## src/rtl/mmio_timer_pkg.sv

```systemverilog
// mmio_timer_pkg: shared constants for the memory-mapped 8-bit timer.
//   - register offsets within the 8-byte window (addr[2:0])
//   - bit positions inside CTRL and STATUS
//   - counter run state
package mmio_timer_pkg;

    // Register offsets
    localparam logic [2:0] OFS_CTRL     = 3'd0;
    localparam logic [2:0] OFS_PRESCALE = 3'd1;
    localparam logic [2:0] OFS_COUNT    = 3'd2;
    localparam logic [2:0] OFS_COMPARE  = 3'd3;
    localparam logic [2:0] OFS_STATUS   = 3'd4;

    // CTRL bit indices
    localparam int CTRL_EN         = 0;
    localparam int CTRL_AUTORELOAD = 1;
    localparam int CTRL_IRQ_EN     = 2;
    localparam int CTRL_ONESHOT    = 3;

    // STATUS bit indices
    localparam int ST_MATCH = 0;
    localparam int ST_OVF   = 1;

    // Counter run state; RUN is exactly CTRL.EN set
    typedef enum logic {
        ST_STOP = 1'b0,
        ST_RUN  = 1'b1
    } run_state_e;

endpackage

```

## src/rtl/mmio_timer_prescaler.sv

```systemverilog
// mmio_timer_prescaler: divides the clock by (prescale+1) while enabled.
// Ports:
//   clk      in   clock
//   reset    in   synchronous active-high reset
//   en       in   count enable (timer in RUN)
//   clr      in   restart the division (CTRL/PRESCALE written)
//   prescale in   [7:0] terminal value of pcnt
//   tick     out  one-cycle pulse in the cycle where pcnt == prescale
module mmio_timer_prescaler
    import mmio_timer_pkg::*;
(
    input  logic       clk,
    input  logic       reset,
    input  logic       en,
    input  logic       clr,
    input  logic [7:0] prescale,
    output logic       tick
);

    logic [7:0] pcnt_r;

    // tick is combinational so the counter update lands on the same edge
    // that wraps pcnt; with prescale==0 it fires every enabled cycle.
    assign tick = en & (pcnt_r == prescale);

    // Prescale counter: held at 0 when stopped, restarted on clear or tick
    always_ff @(posedge clk) begin
        if (reset) begin
            pcnt_r <= 8'h00;
        end else if (clr || !en || tick) begin
            pcnt_r <= 8'h00;
        end else begin
            pcnt_r <= pcnt_r + 8'd1;
        end
    end

endmodule

```

## src/rtl/mmio_timer.sv

```systemverilog
// mmio_timer: memory-mapped 8-bit timer responding in an 8-byte window.
// Ports:
//   clk       in   clock
//   reset     in   synchronous active-high reset
//   addr      in   [7:0] byte address from MEM stage
//   wdata     in   [7:0] store data
//   MemRead   in   load strobe
//   MemWrite  in   store strobe
//   rdata     out  [7:0] load data, combinational, 0 unless hit & MemRead
//   hit       out  address falls inside the window (strobe independent)
//   irq       out  level interrupt: IRQ_EN & (MATCH | OVF)
module mmio_timer
    import mmio_timer_pkg::*;
#(
    parameter logic [7:0] BASE_ADDR   = 8'hF0,
    parameter logic [7:0] COMPARE_RST = 8'hFF
) (
    input  logic       clk,
    input  logic       reset,
    input  logic [7:0] addr,
    input  logic [7:0] wdata,
    input  logic       MemRead,
    input  logic       MemWrite,
    output logic [7:0] rdata,
    output logic       hit,
    output logic       irq
);

    logic [3:0] ctrl_r,     ctrl_nxt_s;
    logic [7:0] prescale_r, prescale_nxt_s;
    logic [7:0] count_r,    count_nxt_s;
    logic [7:0] compare_r,  compare_nxt_s;
    logic [1:0] status_r,   status_nxt_s;

    logic [2:0]  ofs_s;
    logic        wr_s;
    logic        tick_s;
    logic        pcnt_clr_s;
    logic        match_set_s;
    logic        ovf_set_s;
    logic        oneshot_stop_s;
    logic [1:0]  w1c_s;
    run_state_e  run_state_s;

    assign hit         = (addr[7:3] == BASE_ADDR[7:3]);
    assign ofs_s       = addr[2:0];
    assign wr_s        = hit & MemWrite;
    assign run_state_s = ctrl_r[CTRL_EN] ? ST_RUN : ST_STOP;
    assign pcnt_clr_s  = wr_s & ((ofs_s == OFS_CTRL) | (ofs_s == OFS_PRESCALE));

    // irq is forced low while reset is asserted, before registers clear
    assign irq = ~reset & ctrl_r[CTRL_IRQ_EN] & (|status_r);

    mmio_timer_prescaler u_prescaler (
        .clk      (clk),
        .reset    (reset),
        .en       (run_state_s == ST_RUN),
        .clr      (pcnt_clr_s),
        .prescale (prescale_r),
        .tick     (tick_s)
    );

    // Read mux: zero-latency load data, pre-write value on read+write
    always_comb begin
        rdata = 8'h00;
        if (hit && MemRead) begin
            case (ofs_s)
                OFS_CTRL:     rdata = {4'h0, ctrl_r};
                OFS_PRESCALE: rdata = prescale_r;
                OFS_COUNT:    rdata = count_r;
                OFS_COMPARE:  rdata = compare_r;
                OFS_STATUS:   rdata = {6'b000000, status_r};
                default:      rdata = 8'h00;
            endcase
        end else begin
            rdata = 8'h00;
        end
    end

    // Next-state: tick-driven count update first, CPU writes override after
    always_comb begin
        ctrl_nxt_s     = ctrl_r;
        prescale_nxt_s = prescale_r;
        count_nxt_s    = count_r;
        compare_nxt_s  = compare_r;
        match_set_s    = 1'b0;
        ovf_set_s      = 1'b0;
        oneshot_stop_s = 1'b0;
        w1c_s          = 2'b00;

        if (tick_s) begin
            if (count_r == compare_r) begin
                match_set_s    = 1'b1;
                oneshot_stop_s = ctrl_r[CTRL_ONESHOT];
                if (ctrl_r[CTRL_AUTORELOAD]) begin
                    count_nxt_s = 8'h00;
                end else begin
                    // compare==FF without reload wraps and also flags OVF
                    count_nxt_s = count_r + 8'd1;
                    ovf_set_s   = (count_r == 8'hFF);
                end
            end else if (count_r == 8'hFF) begin
                count_nxt_s = 8'h00;
                ovf_set_s   = 1'b1;
            end else begin
                count_nxt_s = count_r + 8'd1;
            end
        end else begin
            count_nxt_s = count_r;
        end

        if (oneshot_stop_s) begin
            ctrl_nxt_s[CTRL_EN] = 1'b0;
        end else begin
            ctrl_nxt_s[CTRL_EN] = ctrl_r[CTRL_EN];
        end

        if (wr_s) begin
            case (ofs_s)
                OFS_CTRL:     ctrl_nxt_s     = wdata[3:0];
                OFS_PRESCALE: prescale_nxt_s = wdata;
                OFS_COMPARE:  compare_nxt_s  = wdata;
                OFS_STATUS:   w1c_s          = wdata[1:0];
                OFS_COUNT: begin
                    // the CPU value replaces the tick's update and its flags
                    count_nxt_s = wdata;
                    match_set_s = 1'b0;
                    ovf_set_s   = 1'b0;
                end
                default: w1c_s = 2'b00;
            endcase
        end else begin
            w1c_s = 2'b00;
        end

        // set has priority over write-1-to-clear
        status_nxt_s = (status_r & ~w1c_s) | {ovf_set_s, match_set_s};
    end

    // Register file update
    always_ff @(posedge clk) begin
        if (reset) begin
            ctrl_r     <= 4'h0;
            prescale_r <= 8'h00;
            count_r    <= 8'h00;
            compare_r  <= COMPARE_RST;
            status_r   <= 2'b00;
        end else begin
            ctrl_r     <= ctrl_nxt_s;
            prescale_r <= prescale_nxt_s;
            count_r    <= count_nxt_s;
            compare_r  <= compare_nxt_s;
            status_r   <= status_nxt_s;
        end
    end

endmodule

```

## config.mk

```make
export PLATFORM = sky130hd
export DESIGN_NAME = mmio_timer
export DESIGN_NICKNAME = d
export VERILOG_FILES = /design/src/rtl/mmio_timer_pkg.sv /design/src/rtl/mmio_timer_prescaler.sv /design/src/rtl/mmio_timer.sv
export SDC_FILE = /design/constraint.sdc
export NUM_CORES = 1
export LEC_CHECK = 0
export BUFFER_PORTS_ARGS = -buffer_cell sky130_fd_sc_hd__buf_2
export CORE_UTILIZATION = 40
export CTS_CLUSTER_DIAMETER = 60
export CTS_CLUSTER_SIZE = 28
export DETAILED_ROUTE_END_ITERATION = 12
export GPL_ROUTABILITY_DRIVEN = 0
export GPL_TIMING_DRIVEN = 0
export SYNTH_ARGS = -nofsm -noshare
export SYNTH_HDL_FRONTEND = slang
export SYNTH_HIERARCHICAL = 1
export SYNTH_SLANG_ARGS = --single-unit
```

## constraint.sdc

```tcl
create_clock -name clk -period 5.4 [get_ports clk]
set_input_delay 0.54 -clock clk [delete_from_list [all_inputs] [get_ports clk]]
set_output_delay 0.54 -clock clk [all_outputs]
set_load 0.1 [all_outputs]
```

# Word level (Yosys, flattened, before mapping)
# Cells that the tools add are included.
totals:
  regBits: 38
  out_inout_bits: 10
  input_bits: 20
op_classes:
  addsub: 2
  mux: 26
  n_eq_ne: 8
  reduce_logical: 10
  n_bitwise: 10
op_table:
  columns: ["operator", "n"]
  rows:
  - ["2-to-1 mux 8 bit", 7]
  - ["case mux 8 bit (5 select lines)", 1]
  - ["adder 8 x 1 -> 8 bit (second input constant)", 2]
  - ["== test 8 bit", 2]
  - ["2-to-1 mux 1 bit", 16]
  - ["== test 8 bit (second input constant)", 1]
  - ["== test 3 x 2 -> 1 bit (second input constant)", 2]
  - ["AND reduction 2 bit", 3]
  - ["bitwise AND 1 bit", 5]
  - ["== test 5 bit (second input constant)", 1]
  - ["2-to-1 mux 2 bit", 2]
  - ["OR reduction 2 bit", 2]
  - ["== test 3 x 1 -> 1 bit (second input constant)", 1]
  - ["== test 3 bit (second input constant)", 1]
  - ["zero test 3 bit", 1]
  - ["bitwise AND 2 bit", 1]
  - ["logical OR 1 bit", 2]
  - ["NOT 2 bit", 1]
  - ["OR 2 bit", 1]
  - ["logical AND 1 bit", 1]
  - ["zero test 1 bit", 1]
  - ["NOT 1 bit", 1]
  - ["OR 1 bit", 1]

# Longest topological paths before layout
# Gate-level depths: netlist of run 1.
depth:
  ltp_word: 7
  mapped_depth: 8
  ltp_nobuf: 8

# By module
# Netlist of run 1, hierarchy kept.
modules_own_cells:
  columns: ["mod", "seq_area_each_um2", "instances", "cells_each", "area_per_inst_um2"]
  rows:
  - ["mmio_timer", 600.6, 1, 215, 1815.5]
  - ["mmio_timer_prescaler", 160.2, 1, 45, 404.1]

# Worst setup path before layout of run 1
# OpenSTA, ideal clock, no wires.
synth_timing:
  path_kind: "input-to-output"
  from: "input reset"
  to: "output irq"
  n_path_buf: 1
  slack_ps: 1886
  cell_stages: 2
  t_required_ps: 4860
  arrival_ps: 2974
  path_cell_list: "clkbuf_1 > nor3b_1"
synth_between:
  elab_chain_len: 3
synth_rtl:
  columns: ["item", "line_no", "rtl"]
  rows:
  - ["from (decl)", "mmio_timer.sv:19", "input logic reset,"]
  - ["NOT 1 bit", "mmio_timer.sv:52", "assign irq = ~reset & ctrl_r[CTRL_IRQ_EN] & (|status_r);"]
  - ["bitwise AND 1 bit (2 in series)", "mmio_timer.sv:52", null]
  - ["to (decl)", "mmio_timer.sv:26", "output logic irq"]
# Every way passes these cells.

# Worst setup path in the final report of run 1
layout_timing:
  from: "input addr[0]"
  to: "output rdata[3]"
layout_between:
  elab_chain_len: 3
  word_cells_on_any_way: 7
  cone_classes: "4 x eq/ne; 2 x mux; 1 x reduce/logical"
layout_rtl:
  columns: ["item", "line_no", "rtl"]
  rows:
  - ["from (decl)", "mmio_timer.sv:20", "input logic [7:0] addr,"]
  - ["== test 3 bit, or another cell as far along", "mmio_timer.sv:67", "case (ofs_s)"]
  - ["case mux 8 bit (5 select lines) *", "mmio_timer.sv:67", null]
  - ["2-to-1 mux 8 bit *", "mmio_timer.sv:66", "if (hit && MemRead) begin"]
  - ["to (decl)", "mmio_timer.sv:24", "output logic [7:0] rdata,"]
# Mark *: on every way between the ends. The rest lies on a longest branch, timed or not.

==> key figures, run 1 <==
Outcome
  • Status: finished clean

Setup path
  • Most frequent CP cell: buf_2
  • CP max FO: 10
  • Startpoint Class: input pin
  • Critical-path top delay cell: mux4_2
  • CP startpoint: addr[0]
  • Launch point of the worst reg-to-reg path: u_prescaler/pcnt_r[0]$_SDFF_PP0_
  • Cell chain of the critical path: buf_2 > buf_2 > mux4_2 > nor2b_1 > buf_2
  • CP arrival: between 1.5 and 2 ns
  • Crit. End Element: output pin
  • Slowest stage delay, CP: 0.52 ns
  • Setup Crit Path Kind: input pin to output pin
  • WP data required: around 4.9 ns

Pwr
  • Seq pwr share: 0.537
  • Switch Pwr: around 0.00014 W
  • PD cells: 206 nW/um^2
  • Overall power: 0.000522 W
  • Sw frac: 0.260
  • Worst VDD drop: around 0.12 mV
  • Internal Pwr Total: just under 0.0004 W
  • Pleak: 0.930 nW
  • Clock Power Share: 0.386
  • Share of power burned in combinational logic: 0.076

Global route
  • Initial antenna violation count: 0
  • Total global routing overflow: 0
  • First-pass GRT wire length: 9750 um
  • Total GRT Usage: 0.214
  • Vias in the first global route: around 1,800
  • Largest net degree at the start of global routing: 14

Synthesis
  • Register bit count reported by yosys: 38
  • Post-synthesis sequential area ratio: 0.343
  • Post-synth EDFFs: 0
  • Post-synth cell types: 44
  • Largest family of logic cells by synthesized area: simple AND/OR/NAND/NOR gates
  • Mux contribution to synthesized area: 0.0755
  • Fraction of registers with async set/reset: 0
  • Cells after synthesis: 260
  • Post-synthesis xor/xnor area fraction: 0.110
  • Avg Inst Size Synth: 8.54 sq um
  • Synth warn: 6
  • Post-Synth Adder-Cell Area: 0.0113
  • Post-synthesis compound-gate area fraction: 0.161
  • Simple-gate share of the synthesized area: 0.240
  • Synthesized Nets: 282
  • Ys flop type: dfxtp_1
  • Mapped Area: approximately 2200 sq um

Final layout
  • Fill count: between 500 and 600
  • Area growth from synthesis to layout: 14.1%
  • Register Area: around 760 sq um
  • Post-route cell area: between 2000 and 3000 sq um
  • Antenna diodes: 0
  • Fin nets: 316
  • Multi-input logic area: approximately 1300 sq um
  • Layout cells sized above 1: 0.214

Timing
  • Minimum clock period: about 2.5 ns
  • Least-Margin Pin Slew: just under 0.6 ns
  • Final worst path period share: 0.466
  • # setup viols final: 0
  • Final worst setup slack: 2.89 ns
  • Slew margin rel.: 0.610
  • Hold WS: 0.488 ns
  • RSZ-0062 raised after global routing: false
  • Post-route clock skew: about 0.0095 ns
  • Setup TNS: 0 ns
  • Fmax: between 300 and 400 MHz
  • Hold Fails Final Rpt: 0
  • Slew Limit Fails: 0

Die
  • Overall die width: 76.5 um
  • Starting density of the core: 0.424
  • Cell Rows: 26
  • CORE AREA: around 5200 sq um
  • Total die area: 5850 sq um
  • IO Pins: 30
  • Die Height: between 70 and 80 um

Place
  • HPWL after detailed placement: roughly 4300 um
  • Port-buffer cells: 27
  • Post-place setup slack: just under 3 ns
  • Post-DP Area: between 2000 and 2500 sq um

Detailed routing
  • Final ANT Viol Nets: 0
  • Total number of vias: slightly below 2,000
  • DRC viols: 0
  • Avg WL per Cell: 15.8 um
  • DRT Wirelength: slightly below 6000 um
  • Starting DRT DRC Count: approximately 160
  • Via density: 5.37
  • TritonRoute pass-1 iters: 4

CTS
  • Resized cells post-CTS: 0
  • CTS Buf Count: 5
  • CTS sink count: 38
  • Worst-Skew Late Latency: about 0.30 ns
  • Post-CTS Setup Bufs: 0
  • Hold buffers post-CTS: 0
  • CTS Buffer Depth: 2
  • TritonCTS clock tree: built
  • H-tree levels: 2
  • Reg clk slew, reported paths: around 0.080 ns
  • Root Driver: clkbuf_8

Worst hold path
  • Hold path start: prescale_r[2]$_SDFFE_PP0P_
  • HP Class: flop to flop

Flow run
  • Maxcap violations: 0
[kinds of logic (layout without fill, tap and decap cells)]
family / after synthesis / after routing
adder cells (fa/ha/maj): 2 / 2
buffers and inverters: 26 / 61
multiplexers: 13 / 13
XOR/XNOR: 28 / 28
AO/OA/AOI/OAI: 47 / 47
AND/OR/NAND/NOR: 106 / 106
flip-flops: 38 / 38
[cells in the final DEF, fill, tap and decap left out, types with 2 or more instances in the layout]
cell and n:
a211o_1 9, a21oi_1 13, a22o_1 5, a22oi_1 8, a311o_1 3, and2b_1 2
and3_1 4, buf_2 33, buf_6 3, clkbuf_1 3, clkbuf_8 5, dfxtp_1 38
ha_1 2, inv_1 12, mux2_2 6, mux2i_1 4, mux4_2 2, nand2_1 27
nand3_1 10, nand3b_1 2, nand4_1 7, nor2_1 34, nor2b_1 3, nor3_1 7
o21ai_0 3, o22a_1 2, xnor2_1 20, xor2_1 8
[critical path, delay by kind of cell]
| kind | cells | cell delay, ns |
|---|---|---|
| multiplexers | 1 | 0.52 |
| buffers and inverters | 3 | 0.75 |
| AND/OR/NAND/NOR | 1 | 0.15 |
[synthesized netlist by cell type, drive strengths merged (5+ instances only)]
library cell	number	area share
nor3	7	0.016
mux2	7	0.037
nand3	10	0.023
nand4	9	0.035
a22oi	8	0.027
buf	11	0.034
a22o	5	0.020
nor2	36	0.065
nand2	27	0.046
a211o	10	0.040
xnor2	20	0.079
dfxtp	38	0.34
a21oi	14	0.033
inv	12	0.020
xor2	8	0.032
[sequential cells by signal (all words and copies together), names as in the netlist]
name,flops
compare_r,8
count_r,8
prescale_r,8
u_prescaler/pcnt_r,8
ctrl_r,4
status_r,2
[cell type report]
cell class | count | area share
Buffer | 14 | 0.0341
Clock buffer | 5 | 0.0272
Clock inverter | 3 | 0.00840
Inverter | 12 | 0.0178
Multi-Input combinational cell | 196 | 0.524
Sequential cell | 38 | 0.300
Tap cell | 70 | 0.0346
Timing Repair Buffer | 27 | 0.0534
[per-layer routing]
layer	global-route usage	routed length [um]	vias to the layer above
met5	0	0	-
met4	0.0615	47	0
met3	0.0371	354	5
met2	0.324	2590	55
met1	0.309	2780	926
li1	-	-	975
[power by group through the flow]
stage / registers [W] / logic, W / clock network, W
3_5_place_dp: 0.000287 / 0.0000398 / 0
6_report: 0.000281 / 0.0000399 / 0.000202
4_1_cts: 0.000281 / 0.0000399 / 0.000208
5_1_grt: 0.000281 / 0.0000434 / 0.000219
3_3_place_gp: 0.000287 / 0.0000400 / 0
2_1_floorplan: 0.000287 / 0.0000226 / 0
[through the flow]
| stage | utilization | cells |
|---|---|---|
| after global placement | 0.466 | 357 |
| after CTS | 0.484 | 365 |
| after detailed placement | 0.466 | 357 |
| final | 0.484 | 365 |
| after global routing | 0.484 | 365 |
| after floorplan | - | 260 |
[worst paths after layout]
kind,end,slack (ns),cells past startpoint
worst max-delay path,rdata[3],2.89,5
worst min-delay path,prescale_r[2]$_SDFFE_PP0P_,0.49,2
worst max register to register,count_r[4]$_SDFF_PP0_,2.95,8
worst min register to register,prescale_r[2]$_SDFFE_PP0P_,0.49,2
Power figures use the tool's default switching activity.
==> run 2, diff against run 1 <==
==> constraint.sdc (replaced) <==
create_clock -name clk -period 2.3 [get_ports clk]
set_input_delay 0.23 -clock clk [delete_from_list [all_inputs] [get_ports clk]]
set_output_delay 0.23 -clock clk [all_outputs]
set_load 0.1 [all_outputs]
==> run 2 against run 1 <==
- first-iteration DRC count is 26% lower
- utilization is 1.5 points higher
- register-to-register slack worse by 2.8 ns
- global-route usage is 0.21 points lower
- worst hold slack worse by 0.29 ns
- clock skew is 0.0015 ns higher
- largest cell class unchanged
- largest power group is now clock
==> key figures, run 2 (synthesis gave the netlist of run 1 again) <==
Pwr
  • Sw frac: 0.226 (was 0.260)
  • PD cells: 558 nW/um^2 (was 206 nW/um^2)
  • Share of power burned in combinational logic: 0.065 (was 0.076)
  • Overall power: 0.00146 W (was 0.000522 W)
  • Pleak: 0.959 nW (was 0.930 nW)
  • Switch Pwr: 0.000329 W (was 0.000136 W)
  • Internal Pwr Total: 0.00113 W (was 0.000386 W)
  • Worst VDD drop: 0.241 mV (was 0.115 mV)
  • Seq pwr share: 0.452 (was 0.537)
  • Clock Power Share: 0.483 (was 0.386)

Final layout
  • Antenna diodes: 0 (unchanged)
  • Post-route cell area: 2610 sq um (was 2530 sq um)
  • Fin nets: 317 (was 316)
  • Layout cells sized above 1: 0.233 (was 0.214)
  • Most common cell after layout, fill and taps aside: dfxtp_1 (unchanged)
  • Core Util, Final: 0.499 (was 0.484)
  • Area growth from synthesis to layout: 17.7% (was 14.1%)
  • Most frequent cells in the layout: dfxtp_1, buf_2, nor2_1 (was dfxtp_1, nor2_1, buf_2)
  • Fill count: 530 (was 532)

Detailed routing
  • Total number of vias: 1,962 (was 1,961)
  • Final ANT Viol Nets: 0 (unchanged)
  • Avg WL per Cell: 16.2 um (was 15.8 um)
  • TritonRoute pass-1 iters: 4 (unchanged)
  • Via density: 5.36 (was 5.37)
  • Starting DRT DRC Count: 122 (was 164)
  • DRC viols: 0 (unchanged)
  • DRT Wirelength: 5910 um (was 5770 um)

Setup path
  • Crit Reg-Reg Endpoint: count_r[4]$_SDFF_PP0_ (unchanged)
  • Most frequent CP cell: nand4_1 (was buf_2)
  • Cell chain of the critical path: xnor2_1 > nand4_1 > nor3_4 > clkbuf_4 > nand4_1 > xor2_1 > a311o_1 > a21oi_1 (was buf_2 > buf_2 > mux4_2 > nor2b_1 > buf_2)
  • CP max FO: 10 (unchanged)
  • Launch point of the worst reg-to-reg path: u_prescaler/pcnt_r[1]$_SDFF_PP0_ (was u_prescaler/pcnt_r[0]$_SDFF_PP0_)
  • Crit. End Element: flop (was output pin)
  • Reg2Reg Setup Slack: 0.15 ns (was 2.95 ns)
  • CP arrival: 2.37 ns (was 1.97 ns)
  • WP data required: 2.52 ns (was 4.86 ns)
  • Reg2Reg Depth: 8 (unchanged)
  • Startpoint Class: flop (was input pin)
  • CP startpoint: u_prescaler/pcnt_r[1]$_SDFF_PP0_ (was addr[0])
  • Critical-path top delay cell: dfxtp_1 (was mux4_2)
  • Slowest stage delay, CP: 0.41 ns (was 0.52 ns)
  • Setup Crit Path Kind: flop to flop (was input pin to output pin)

Outcome
  • Status: finished clean (unchanged)

Worst hold path
  • Hold path start: wdata[4] (was prescale_r[2]$_SDFFE_PP0P_)
  • Hold Crit Depth: 3 (was 2)
  • HP Class: input pin to flop (was flop to flop)
  • Hold Crit Endpoint: prescale_r[4]$_SDFFE_PP0P_ (was prescale_r[2]$_SDFFE_PP0P_)

CTS
  • Root Driver: clkbuf_8 (unchanged)
  • TritonCTS clock tree: built (unchanged)
  • CTS Buffer Depth: 2 (unchanged)
  • Hold buffers post-CTS: 0 (unchanged)
  • Reg clk slew, reported paths: 0.09 ns (was 0.08 ns)
  • Worst-Skew Late Latency: 0.30 ns (about the same)
  • CTS Buf Count: 5 (unchanged)
  • H-tree levels: 2 (unchanged)
  • CTS sink count: 38 (unchanged)

Timing
  • Fmax: 465 MHz
  • Post-route clock skew: 0.0109 ns (was 0.00949 ns)
  • Minimum clock period: around 2.2 ns
  • RSZ-0062 raised after global routing: false (unchanged)
  • # setup viols final: 0 (unchanged)
  • Setup TNS: 0 ns (unchanged)
  • Hold WS: 0.196 ns (was 0.488 ns)
  • Slew Limit Fails: 0 (unchanged)
  • Least-Margin Pin Slew: 0.601 ns (was 0.585 ns)
  • Final worst path period share: 0.936
  • Hold Fails Final Rpt: 0 (unchanged)
  • Slew margin rel.: 0.599 (was 0.610)

Global route
  • First-pass GRT wire length: 9560 um (was 9750 um)
  • Largest net degree at the start of global routing: 14 (unchanged)
  • Initial antenna violation count: 0 (unchanged)
  • Vias in the first global route: 1,783 (was 1,846)
  • Total global routing overflow: 0 (unchanged)
  • Total GRT Usage: 0.212 (was 0.214)

Place
  • Post-DP Area: 2450 sq um (was 2440 sq um)
  • HPWL after detailed placement: 4350 um (was 4320 um)
  • Port-buffer cells: 27 (unchanged)

Die
  • Total die area: 5850 sq um (unchanged)
  • Cell Rows: 26 (unchanged)
  • Die Height: 76.5 um (unchanged)
  • IO Pins: 30 (unchanged)
  • Overall die width: 76.5 um (unchanged)
  • CORE AREA: 5240 sq um (unchanged)
  • Starting density of the core: 0.424 (unchanged)

Flow run
  • Maxcap violations: 0 (unchanged)
-- run 2: worst max path at each step --
stage	slack, ns	cells past startpoint	end
floorplan	-0.21	5	rdata[2]
global placement	-0.1	8	count_r[4]$_SDFF_PP0_
detailed placement	-0.09	8	count_r[4]$_SDFF_PP0_
CTS	0.03	8	count_r[4]$_SDFF_PP0_
global route	0.03	8	count_r[4]$_SDFF_PP0_
finish	0.15	8	count_r[4]$_SDFF_PP0_
-- run 2: worst max-delay path: cells and delay by family (launching register included) --
kind | cells | cell delay (ns)
AOI/OAI and AO/OA | 2 | 0.48
xor gates and xnor gates | 2 | 0.31
buffers and inverters | 1 | 0.25
DFF | 1 | 0.41
and+or+nand+nor | 3 | 0.61
-- run 2: area by class of cell --
type | instances | area, sq um | share of cell area
multi-input cells | 196 | 1350 | 0.516
flip-flops and latches | 38 | 762 | 0.292
repair buffers | 28 | 143 | 0.0546
plain buffers | 14 | 88.8 | 0.0340
well taps | 70 | 87.6 | 0.0335
clock buffers | 5 | 68.8 | 0.0263
clock inverters | 3 | 68.8 | 0.0263
inverters | 12 | 45.0 | 0.0172
-- run 2: metal layers --
| layer | up-vias | global-route usage | part of all wire |
|---|---|---|---|
| met5 | - | 0 | 0 |
| met4 | 0 | 0.0750 | 0.012 |
| met3 | 8 | 0.0419 | 0.057 |
| met2 | 52 | 0.332 | 0.46 |
| met1 | 919 | 0.288 | 0.47 |
| li1 | 983 | - | - |
-- run 2: metrics by stage --
step,setup WS [ns],cells
floorplan,-0.205,260
global placement,-0.0989,357
detailed placement,-0.0938,357
CTS,0.0315,365
global route,0.0270,366
finish,0.148,366
-- run 2: power by group through the flow --
| stage | Clock [W] | Sequential [W] | Combinational [W] |
|---|---|---|---|
| finish | 0.000704 | 0.000659 | 0.0000952 |
| global route | 0.000738 | 0.000659 | 0.000102 |
| CTS | 0.000706 | 0.000659 | 0.0000951 |
| detailed placement | 0 | 0.000675 | 0.0000947 |
| global placement | 0 | 0.000675 | 0.0000945 |
| floorplan | 0 | 0.000674 | 0.0000535 |
-- run 2: timing repair --
item	CTS	global route
gates resized for setup	1	3
pin swaps	0	1
setup buffers	0	1
endpoints found under the setup margin	6	6
==> run 3, diff against run 2 <==
--- a/config.mk
+++ b/config.mk
@@ -6,6 +6,7 @@
 export NUM_CORES = 1
 export LEC_CHECK = 0
 export BUFFER_PORTS_ARGS = -buffer_cell sky130_fd_sc_hd__buf_2
+export CORE_ASPECT_RATIO = 0.8
 export CORE_UTILIZATION = 40
 export CTS_CLUSTER_DIAMETER = 60
 export CTS_CLUSTER_SIZE = 28
==> run 3 against run 2 <==
- register-to-register slack about the same
- sequential power about the same
- final area decreased by 2.0%
- clock skew increased by 0.0018 ns
- count of clock-buffer cells in the layout increased by 1
==> key figures, run 3 (synthesis gave the netlist of run 1 again) <==
Die
  • Starting density of the core: 0.429 (was 0.424)
  • Die Height: 68.6 um (was 76.5 um)
  • Overall die width: 85.3 um (was 76.5 um)
  • IO Pins: 30 (unchanged)
  • Cell Rows: 23 (was 26)
  • CORE AREA: 5180 sq um (was 5240 sq um)
  • Total die area: 5850 sq um (about the same)

Setup path
  • Setup Crit Path Kind: flop to flop (unchanged)
  • Crit. End Element: flop (unchanged)
  • WP data required: 2.52 ns (about the same)
  • CP arrival: 2.37 ns (about the same)
  • CP Buf/Inv Count: 1 (unchanged)
  • Critical-path top delay cell: dfxtp_1 (unchanged)
  • Reg2Reg Depth: 8 (unchanged)
  • Crit Reg-Reg Endpoint: count_r[4]$_SDFF_PP0_ (unchanged)
  • CP max FO: 10 (unchanged)
  • Crit-path leading delay family: simple AND/OR/NAND/NOR gates (unchanged)
  • Most frequent CP cell: nand4_1 (unchanged)
  • Launch point of the worst reg-to-reg path: u_prescaler/pcnt_r[1]$_SDFF_PP0_ (unchanged)
  • Cell chain of the critical path: xnor2_1 > nand4_1 > nor3_4 > buf_4 > nand4_1 > xor2_1 > a311o_1 > a21oi_1 (was xnor2_1 > nand4_1 > nor3_4 > clkbuf_4 > nand4_1 > xor2_1 > a311o_1 > a21oi_1)
  • Slowest stage delay, CP: 0.43 ns (was 0.41 ns)
  • Startpoint Class: flop (unchanged)
  • Reg2Reg Setup Slack: 0.15 ns (about the same)

Timing
  • Slew Limit Fails: 0 (unchanged)
  • Fmax: 465 MHz (about the same)
  • RSZ-0062 raised after global routing: false (unchanged)
  • Slew margin rel.: 0.572 (was 0.599)
  • Setup TNS: 0 ns (unchanged)
  • Final worst path period share: 0.935 (was 0.936)
  • Post-route clock skew: 0.0128 ns (was 0.0109 ns)
  • # setup viols final: 0 (unchanged)
  • Minimum clock period: 2.15 ns (about the same)
  • Final worst setup slack: 0.149 ns (was 0.148 ns)
  • Hold WS: 0.195 ns (was 0.196 ns)
  • Hold Fails Final Rpt: 0 (unchanged)
  • Least-Margin Pin Slew: 0.642 ns (was 0.601 ns)

Global route
  • Total global routing overflow: 0 (unchanged)
  • Largest net degree at the start of global routing: 13 (was 14)
  • Total GRT Usage: 0.231 (was 0.212)
  • First-pass GRT wire length: 10,100 um (was 9560 um)
  • Vias in the first global route: 1,941 (was 1,783)
  • Initial antenna violation count: 0 (unchanged)

Final layout
  • Most frequent cells in the layout: dfxtp_1, buf_2, nor2_1 (unchanged)
  • Multi-input logic area: 1350 sq um (unchanged)
  • Fill count: 544 (was 530)
  • Layout cells sized above 1: 0.233 (unchanged)
  • Fin nets: 317 (unchanged)
  • Register Area: 762 sq um (unchanged)
  • Most common cell after layout, fill and taps aside: dfxtp_1 (unchanged)
  • Area growth from synthesis to layout: 15.3% (was 17.7%)
  • Antenna diodes: 0 (unchanged)

Pwr
  • Clock Power Share: 0.393 (was 0.483)
  • Seq pwr share: 0.530 (was 0.452)
  • Internal Pwr Total: 0.000935 W (was 0.00113 W)
  • Worst VDD drop: 0.247 mV (was 0.241 mV)
  • PD cells: 486 nW/um^2 (was 558 nW/um^2)
  • Switch Pwr: 0.000309 W (was 0.000329 W)
  • Pleak: 0.939 nW (was 0.959 nW)
  • Sw frac: 0.248 (was 0.226)
  • Share of power burned in combinational logic: 0.077 (was 0.065)

Detailed routing
  • Total number of vias: 1,961 (was 1,962)
  • WL met1: 3130 um (was 2800 um)
  • Via density: 5.48 (was 5.36)
  • DRT Wirelength: 6010 um (was 5910 um)
  • DRC viols: 0 (unchanged)
  • Final ANT Viol Nets: 0 (unchanged)
  • TritonRoute pass-1 iters: 4 (unchanged)
  • Max layer used: met4 (unchanged)
  • Starting DRT DRC Count: 116 (was 122)
  • Avg WL per Cell: 16.8 um (was 16.2 um)
  • Met3 WL: 344 um (was 335 um)
  • Met2 WL: 2510 um (was 2710 um)

Worst hold path
  • Hold Crit Depth: 2 (was 3)
  • HP Class: input pin to flop (unchanged)
  • Hold Crit Endpoint: count_r[5]$_SDFF_PP0_ (was prescale_r[4]$_SDFFE_PP0P_)
  • Hold path start: wdata[5] (was wdata[4])

CTS
  • CTS sink count: 38 (unchanged)
  • CTS Buffer Depth: 2 (unchanged)
  • H-tree levels: 2 (unchanged)
  • TritonCTS clock tree: built (unchanged)
  • Reg clk slew, reported paths: 0.08 ns (was 0.09 ns)
  • Hold buffers post-CTS: 0 (unchanged)
  • Root Driver: clkbuf_8 (unchanged)
  • Worst-Skew Late Latency: 0.29 ns (was 0.30 ns)
  • CTS Buf Count: 5 (unchanged)

Place
  • Port-buffer cells: 27 (unchanged)
  • HPWL after detailed placement: 4480 um (was 4350 um)
  • Post-place setup slack: -0.0806 ns (was -0.0938 ns)

Outcome
  • Status: finished clean (unchanged)

Flow run
  • Maxcap violations: 0 (unchanged)
==> run 3: worst max path at each step <==
stage / from / endpoint / slack [ns] / cells after the start
2_1_floorplan: addr[7] / rdata[2] / -0.21 / 5
3_3_place_gp: u_prescaler/pcnt_r[0]$_SDFF_PP0_ / count_r[4]$_SDFF_PP0_ / -0.07 / 8
3_5_place_dp: u_prescaler/pcnt_r[0]$_SDFF_PP0_ / count_r[4]$_SDFF_PP0_ / -0.08 / 8
4_1_cts: u_prescaler/pcnt_r[0]$_SDFF_PP0_ / count_r[4]$_SDFF_PP0_ / 0.03 / 8
5_1_grt: u_prescaler/pcnt_r[1]$_SDFF_PP0_ / count_r[4]$_SDFF_PP0_ / 0.04 / 8
6_report: u_prescaler/pcnt_r[1]$_SDFF_PP0_ / count_r[4]$_SDFF_PP0_ / 0.15 / 8
==> run 3: power groups by stage <==
| stage | Clock (W) | Combinational, W | Sequential (W) |
|---|---|---|---|
| after global routing | 0.000529 | 0.000104 | 0.000659 |
| final | 0.000489 | 0.0000959 | 0.000659 |
| after floorplan | 0 | 0.0000535 | 0.000674 |
| after detailed placement | 0 | 0.0000951 | 0.000674 |
| after CTS | 0.000496 | 0.0000955 | 0.000659 |
| after global placement | 0 | 0.0000951 | 0.000674 |
==> run 3: stage by stage <==
| stage | util | power, W | std cells | cell area [sq um] |
|---|---|---|---|---|
| floorplan | - | 0.000728 | 260 | 2230 |
| global placement | 0.471 | 0.000770 | 349 | 2440 |
| detailed placement | 0.471 | 0.000770 | 349 | 2440 |
| CTS | 0.491 | 0.00125 | 357 | 2540 |
| global route | 0.494 | 0.00129 | 358 | 2560 |
| finish | 0.494 | 0.00124 | 358 | 2560 |
==> run 3: routing by layer <==
layer  GRT usage  vias up
met4      0.0500        0
met2       0.355       54
li1            -      979
met3      0.0512        2
met5           0        -
met1       0.334      926
==> run 3: area by class of cell <==
class	instances	share of cell area
flip-flops and latches	38	0.298
inverters	12	0.0176
clock buffers	6	0.0323
repair buffers	28	0.0557
well taps	62	0.0303
multi-input cells	196	0.527
clock inverters	2	0.00489
plain buffers	14	0.0347
==> run 3: what timing repair did <==
action	4_1_cts	5_1_grt
gates resized for setup	1	4
setup buffers	0	1
gates cloned	0	0
pin swaps	0	2
setup endpoints to repair	6	6
==> run 3: worst register-to-register path, cell delays in order, from the launching register on <==
cell and delay, ns:
dfxtp_1 0.43, xnor2_1 0.15, nand4_1 0.21, nor3_4 0.31
buf_4 0.22, nand4_1 0.12, xor2_1 0.16, a311o_1 0.34
a21oi_1 0.14
